$ cat config.mk
export PLATFORM = sky130hd
export DESIGN_NAME = tap_delay_line_flat
export DESIGN_NICKNAME = d
export VERILOG_FILES = /design/src/rtl/tap_delay_line_if.sv /design/src/rtl/tap_delay_line.sv /design/src/flat_wrapper.sv
export SDC_FILE = /design/constraint.sdc
export NUM_CORES = 1
export LEC_CHECK = 0
export BUFFER_PORTS_ARGS = -buffer_cell sky130_fd_sc_hd__buf_2
export CAP_MARGIN = 5
export CORE_UTILIZATION = 50
export DETAILED_ROUTE_END_ITERATION = 6
export GPL_TIMING_DRIVEN = 0
export PLACE_DENSITY = 0.69
export SYNTH_ARGS = -nofsm -noshare
export SYNTH_HDL_FRONTEND = slang
export SYNTH_SLANG_ARGS = --single-unit
$ cat constraint.sdc
create_clock -name clk -period 2.4 [get_ports clk]
set_input_delay 0.36 -clock clk [delete_from_list [all_inputs] [get_ports clk]]
set_output_delay 0.36 -clock clk [all_outputs]
set_load 0.05 [all_outputs]
$ cat src/rtl/tap_delay_line_if.sv
// Control/data bundle for tap_delay_line: the driver side owns the
// shift controls, data and tap select; the delay line returns the tapped word.
interface tap_delay_line_if #(
  parameter int WIDTH = 8,
  parameter int SEL_W = 4
);
  logic             en;
  logic             flush;
  logic             rotate;
  logic [WIDTH-1:0] d;
  logic             d_valid;
  logic [SEL_W-1:0] sel;
  logic [WIDTH-1:0] q;
  logic             q_valid;
  logic             full;
  logic             sel_err;

  modport master (
    output en, flush, rotate, d, d_valid, sel,
    input  q, q_valid, full, sel_err
  );

  modport slave (
    input  en, flush, rotate, d, d_valid, sel,
    output q, q_valid, full, sel_err
  );
endinterface

$ cat src/rtl/tap_delay_line.sv
// Tapped delay line: DEPTH data/valid stages that either shift in new data
// or recirculate the last stage, with a combinational tap mux on the output.

// One stage: data + valid register with reset > flush > enable priority.
module tap_delay_line_stage #(
  parameter int WIDTH = 8
) (
  input  logic             clk,
  input  logic             reset,
  input  logic             en,
  input  logic             flush,
  input  logic [WIDTH-1:0] d_in,
  input  logic             v_in,
  output logic [WIDTH-1:0] d_out,
  output logic             v_out
);
  // Flush only drops the valid flag; data is kept so it can still be inspected.
  always_ff @(posedge clk) begin
    if (reset) begin
      d_out <= '0;
      v_out <= 1'b0;
    end else if (flush) begin
      v_out <= 1'b0;
    end else if (en) begin
      d_out <= d_in;
      v_out <= v_in;
    end
  end
endmodule

module tap_delay_line #(
  parameter int WIDTH = 8,
  parameter int DEPTH = 8,
  parameter int SEL_W = 4
) (
  input logic               clk,
  input logic               reset,
  tap_delay_line_if.slave   bus
);
  logic [DEPTH:1][WIDTH-1:0] dat;
  logic [DEPTH:1]            vld_pipe;
  logic [DEPTH:1][WIDTH-1:0] dat_nxt;
  logic [DEPTH:1]            vld_nxt;

  // Stage 1 takes either fresh input or the tail of the line (recirculate);
  // with DEPTH=1 the tail is stage 1 itself, so it reloads its own contents.
  assign dat_nxt[1] = bus.rotate ? dat[DEPTH]      : bus.d;
  assign vld_nxt[1] = bus.rotate ? vld_pipe[DEPTH] : bus.d_valid;

  genvar k;
  generate
    for (k = 2; k <= DEPTH; k++) begin : g_feed
      assign dat_nxt[k] = dat[k-1];
      assign vld_nxt[k] = vld_pipe[k-1];
    end
    for (k = 1; k <= DEPTH; k++) begin : g_stage
      tap_delay_line_stage #(.WIDTH(WIDTH)) u_stage (
        .clk   (clk),
        .reset (reset),
        .en    (bus.en),
        .flush (bus.flush),
        .d_in  (dat_nxt[k]),
        .v_in  (vld_nxt[k]),
        .d_out (dat[k]),
        .v_out (vld_pipe[k])
      );
    end
  endgenerate

  // Tap mux: sel=0 is a straight pass of the input, 1..DEPTH picks a stage,
  // anything beyond the line reads as zero and flags the bad select.
  always_comb begin
    bus.q       = '0;
    bus.q_valid = 1'b0;
    bus.sel_err = 1'b1;
    if (bus.sel == '0) begin
      bus.q       = bus.d;
      bus.q_valid = bus.d_valid;
      bus.sel_err = 1'b0;
    end
    for (int i = 1; i <= DEPTH; i++) begin
      if (int'(bus.sel) == i) begin
        bus.q       = dat[i];
        bus.q_valid = vld_pipe[i];
        bus.sel_err = 1'b0;
      end
    end
  end

  assign bus.full = &vld_pipe;
endmodule

$ cat src/flat_wrapper.sv
// flat-port wrapper written by rule: the top's interface ports become plain ports
module tap_delay_line_flat 
#(
  parameter int WIDTH = 8,
  parameter int DEPTH = 8,
  parameter int SEL_W = 4
)
  (clk, reset, bus_en, bus_flush, bus_rotate, bus_d, bus_d_valid, bus_sel, bus_q, bus_q_valid, bus_full, bus_sel_err);
  tap_delay_line_if #(.WIDTH(WIDTH), .SEL_W(SEL_W)) bus_i ();
  input logic clk;
  input logic reset;
  input wire logic [$bits(bus_i.en)-1:0] bus_en;
  input wire logic [$bits(bus_i.flush)-1:0] bus_flush;
  input wire logic [$bits(bus_i.rotate)-1:0] bus_rotate;
  input wire logic [$bits(bus_i.d)-1:0] bus_d;
  input wire logic [$bits(bus_i.d_valid)-1:0] bus_d_valid;
  input wire logic [$bits(bus_i.sel)-1:0] bus_sel;
  output wire logic [$bits(bus_i.q)-1:0] bus_q;
  output wire logic [$bits(bus_i.q_valid)-1:0] bus_q_valid;
  output wire logic [$bits(bus_i.full)-1:0] bus_full;
  output wire logic [$bits(bus_i.sel_err)-1:0] bus_sel_err;
  assign bus_i.en = bus_en;
  assign bus_i.flush = bus_flush;
  assign bus_i.rotate = bus_rotate;
  assign bus_i.d = bus_d;
  assign bus_i.d_valid = bus_d_valid;
  assign bus_i.sel = bus_sel;
  assign bus_q = bus_i.q;
  assign bus_q_valid = bus_i.q_valid;
  assign bus_full = bus_i.full;
  assign bus_sel_err = bus_i.sel_err;
  tap_delay_line #(.WIDTH(WIDTH), .DEPTH(DEPTH), .SEL_W(SEL_W)) u_core (.clk(clk), .reset(reset), .bus(bus_i));
endmodule
==> metrics <==
status=complete, no violations; net count after synthesis=472; iteration-0 DRC count of the detailed router=291; fraction of final layout cells sized beyond drive strength 1=13.71%; average wire length per cell after detail routing=18.64 um; Hold Violations, Final=0; type of the worst setup path=in -> out; antenna violations before repair=0; internal power component=1.946 mW; proportion of register bits with asynchronous set or reset after synthesis=0%; final WL=10.73 mm; total count of max-transition violations in the final report=0; worst slack after detailed placement=0.02404 ns; switching part of the total power=26.57%; Worst Setup Start Kind=primary input; post-synthesis cell type count=32; #FFs+latches synth=72; number of detailed-routing iterations run before antenna repair=5; initial cell density of the core=51.59%; number of global-route vias before repair=3187; reported net switching power=0.7040 mW; detailed-route DRC error count=0; Die H=85.50 um; crit share post-route=98.24%; post-CTS resize count=0; ratio of routed vias to standard cells=6.059; I/O pin cnt=29; die area=7309 um2; Worst Hold End=u_core.g_stage[1].u_stage.d_out[1]; number of buffers added on ports=25; number of clock sinks=72; clock transition at the registers of the reported paths=0.08 ns; hold path startpoint=bus_d[1]; worst r2r path cells=2; critical path data arrival time=2.00 ns; count of maximum capacitance violations=0; highest ir drop seen on vdd=329.4 uV; Worst-Margin Slew=0.7350 ns; largest area contributor in the synthesized netlist=dfxtp_1; area growth from synthesis to layout=13.32%; maximum number of pins on one net before global-route repair=13; clk root buf=clkbuf_8; n_diodes=0; sum of negative setup slack=0 ns; post-layout net count=509; final worst-path setup slack=0.04233 ns; clock tree from TritonCTS=built; setup repair after global routing missed its margin=false; Netlist Area Pre-Place=3486 um2; Max Root-Sink Buffers=2; max_slew headroom=51.00%; number of warning messages in the yosys log=0; Primary FF master, synth=dfxtp_1; f_max=0.4241 GHz; number of buffers created by CTS=9; worst setup path startpoint=bus_sel[1]; total number of vias=3490; critical path endpoint category=primary output; count of endpoints failing setup in the final report=0; number of post-CTS setup repair buffers=0; Hold Path Cell Cnt=3; leakage power figure=1.393 nW; H-tree depth=3; class of the most critical hold timing path=in -> reg; worst-case register-to-register setup slack=1.58 ns; final estimated routing congestion in global placement=0.8940; Logic pwr share=11.7%; setup skew after layout=0.01291 ns; all-layer global routing usage=30.63%; largest cells by area after synthesis=dfxtp_1 41%, nand2_1 13%, a21oi_1 13%; width of the die=85.50 um; final global-route overflow total=0; required time of the critical path=2.04 ns; worst reg2reg endpoint=u_core.g_stage[1].u_stage.d_out[3]; Final min period=2.358 ns; total core area=6756 um2; number of standard-cell rows in the floorplan=30; clock share of power=42.3%; synthesized instance count=454; count of flip-flops with a built-in enable after synthesis=0; post-DP HPWL=7.345 mm; Power per Cell Area=670.9 nW/um2; cts hold-fix bufs=0; Seq/Total Area, Yosys=41.35%; count of antenna-violating nets left after detailed routing=0; crit path max fanout=10; mean cell area of the mapped netlist=7.678 um2; first-pass GRT wire length=16.88 mm; Yosys top cell area share=41.35%; portion of total power attributed to sequential cells=46.0%; clock latency on the worst-skew pair=0.35 ns; R2R Path Start=u_core.g_stage[8].u_stage.d_out[3]
-- flip-flops by register name, summed over array words and instances, names as in the netlist --
name / count
u_core.g_stage.u_stage.d_out: 64
u_core.g_stage.u_stage.v_out: 8
-- worst max path at each step --
stage / cells after the start / to / slack (ns)
after global placement: 6 / bus_q_valid / 0.008
after global routing: 6 / bus_q[1] / 0.005
after floorplan: 6 / bus_q[1] / 0.07
after CTS: 6 / bus_q_valid / 0.007
after detailed placement: 6 / bus_q[5] / 0.02
final: 7 / bus_q[2] / 0.04
-- per-stage QoR --
stage,total power [mW],hold WS [ns],std cells,utilization (%),area (um2)
after floorplan,1.458,0.4405,454,-,3486
after global placement,1.547,0.4542,559,54.93,3711
after detailed placement,1.549,0.4633,559,54.93,3711
after CTS,2.643,0.3638,575,58.35,3943
after global routing,2.736,0.3753,576,58.46,3950
final,2.650,0.3606,576,58.46,3950
-- cell usage after synthesis (all sizes together) (2+ instances only) --
library cell and n:
nor2b 3, nand4 2, a21oi 89, nand3b 9, nand2 121, o21ai 9, o21bai 8, nor2 18
a211oi 17, or2 2, dfxtp 72, nand3 2, mux2i 17, buf 23, o22ai 17, nand2b 3
and2b 7, clkbuf 18, a211o 8
-- area by class of cell --
cell class              instances  area, um2
clock inverters                 4      76.32
plain buffers                  41      196.4
fillers                       633       2806
flip-flops and latches         72       1441
repair buffers                 26      132.6
multi-input cells             341       1848
clock buffers                  12      155.1
well taps                      80      100.1
-- kinds of logic (layout without fill, tap and decap cells) --
kind of cell	after synthesis	count (layout)	synth area share, %
mux	18	18	5.204
simple gates	171	171	22.22
buf+inv	41	83	5.635
compound gates	152	152	25.59
flops	72	72	41.35
-- cell usage in the layout, fill, tap and decap left out, types with 9 or more instances in the layout --
cell and instances:
nand2_1 121, clkbuf_1 19, buf_2 41, mux2i_1 17, nand3b_1 9, nor2_1 18
o21ai_0 9, clkbuf_8 11, o22ai_1 17, a211oi_1 17, dfxtp_1 72, a21oi_1 88
-- worst max-delay path, stage by stage --
cell and delay, ns:
buf_2 0.20, buf_6 0.19, buf_2 0.22, nand3_1 0.39, o22ai_1 0.34, a21oi_1 0.08, buf_2 0.22
-- power by group through the flow --
stage | clock, mW | combinational, mW | sequential [mW]
after detailed placement | 0 | 0.302 | 1.25
after floorplan | 0 | 0.215 | 1.24
final | 1.12 | 0.310 | 1.22
after CTS | 1.12 | 0.303 | 1.22
after global placement | 0 | 0.301 | 1.25
after global routing | 1.18 | 0.332 | 1.22
-- routing by layer --
metal	part of all wire, %	wire (um)	vias to the layer above	GRT usage (%)
li1	-	-	1653	-
met1	45	4872	1643	43.06
met2	43	4659	159	46.91
met3	7.8	839	35	4.042
met4	3.4	362	0	14.09
met5	0	0	-	0
Power figures use the tool's default switching activity.
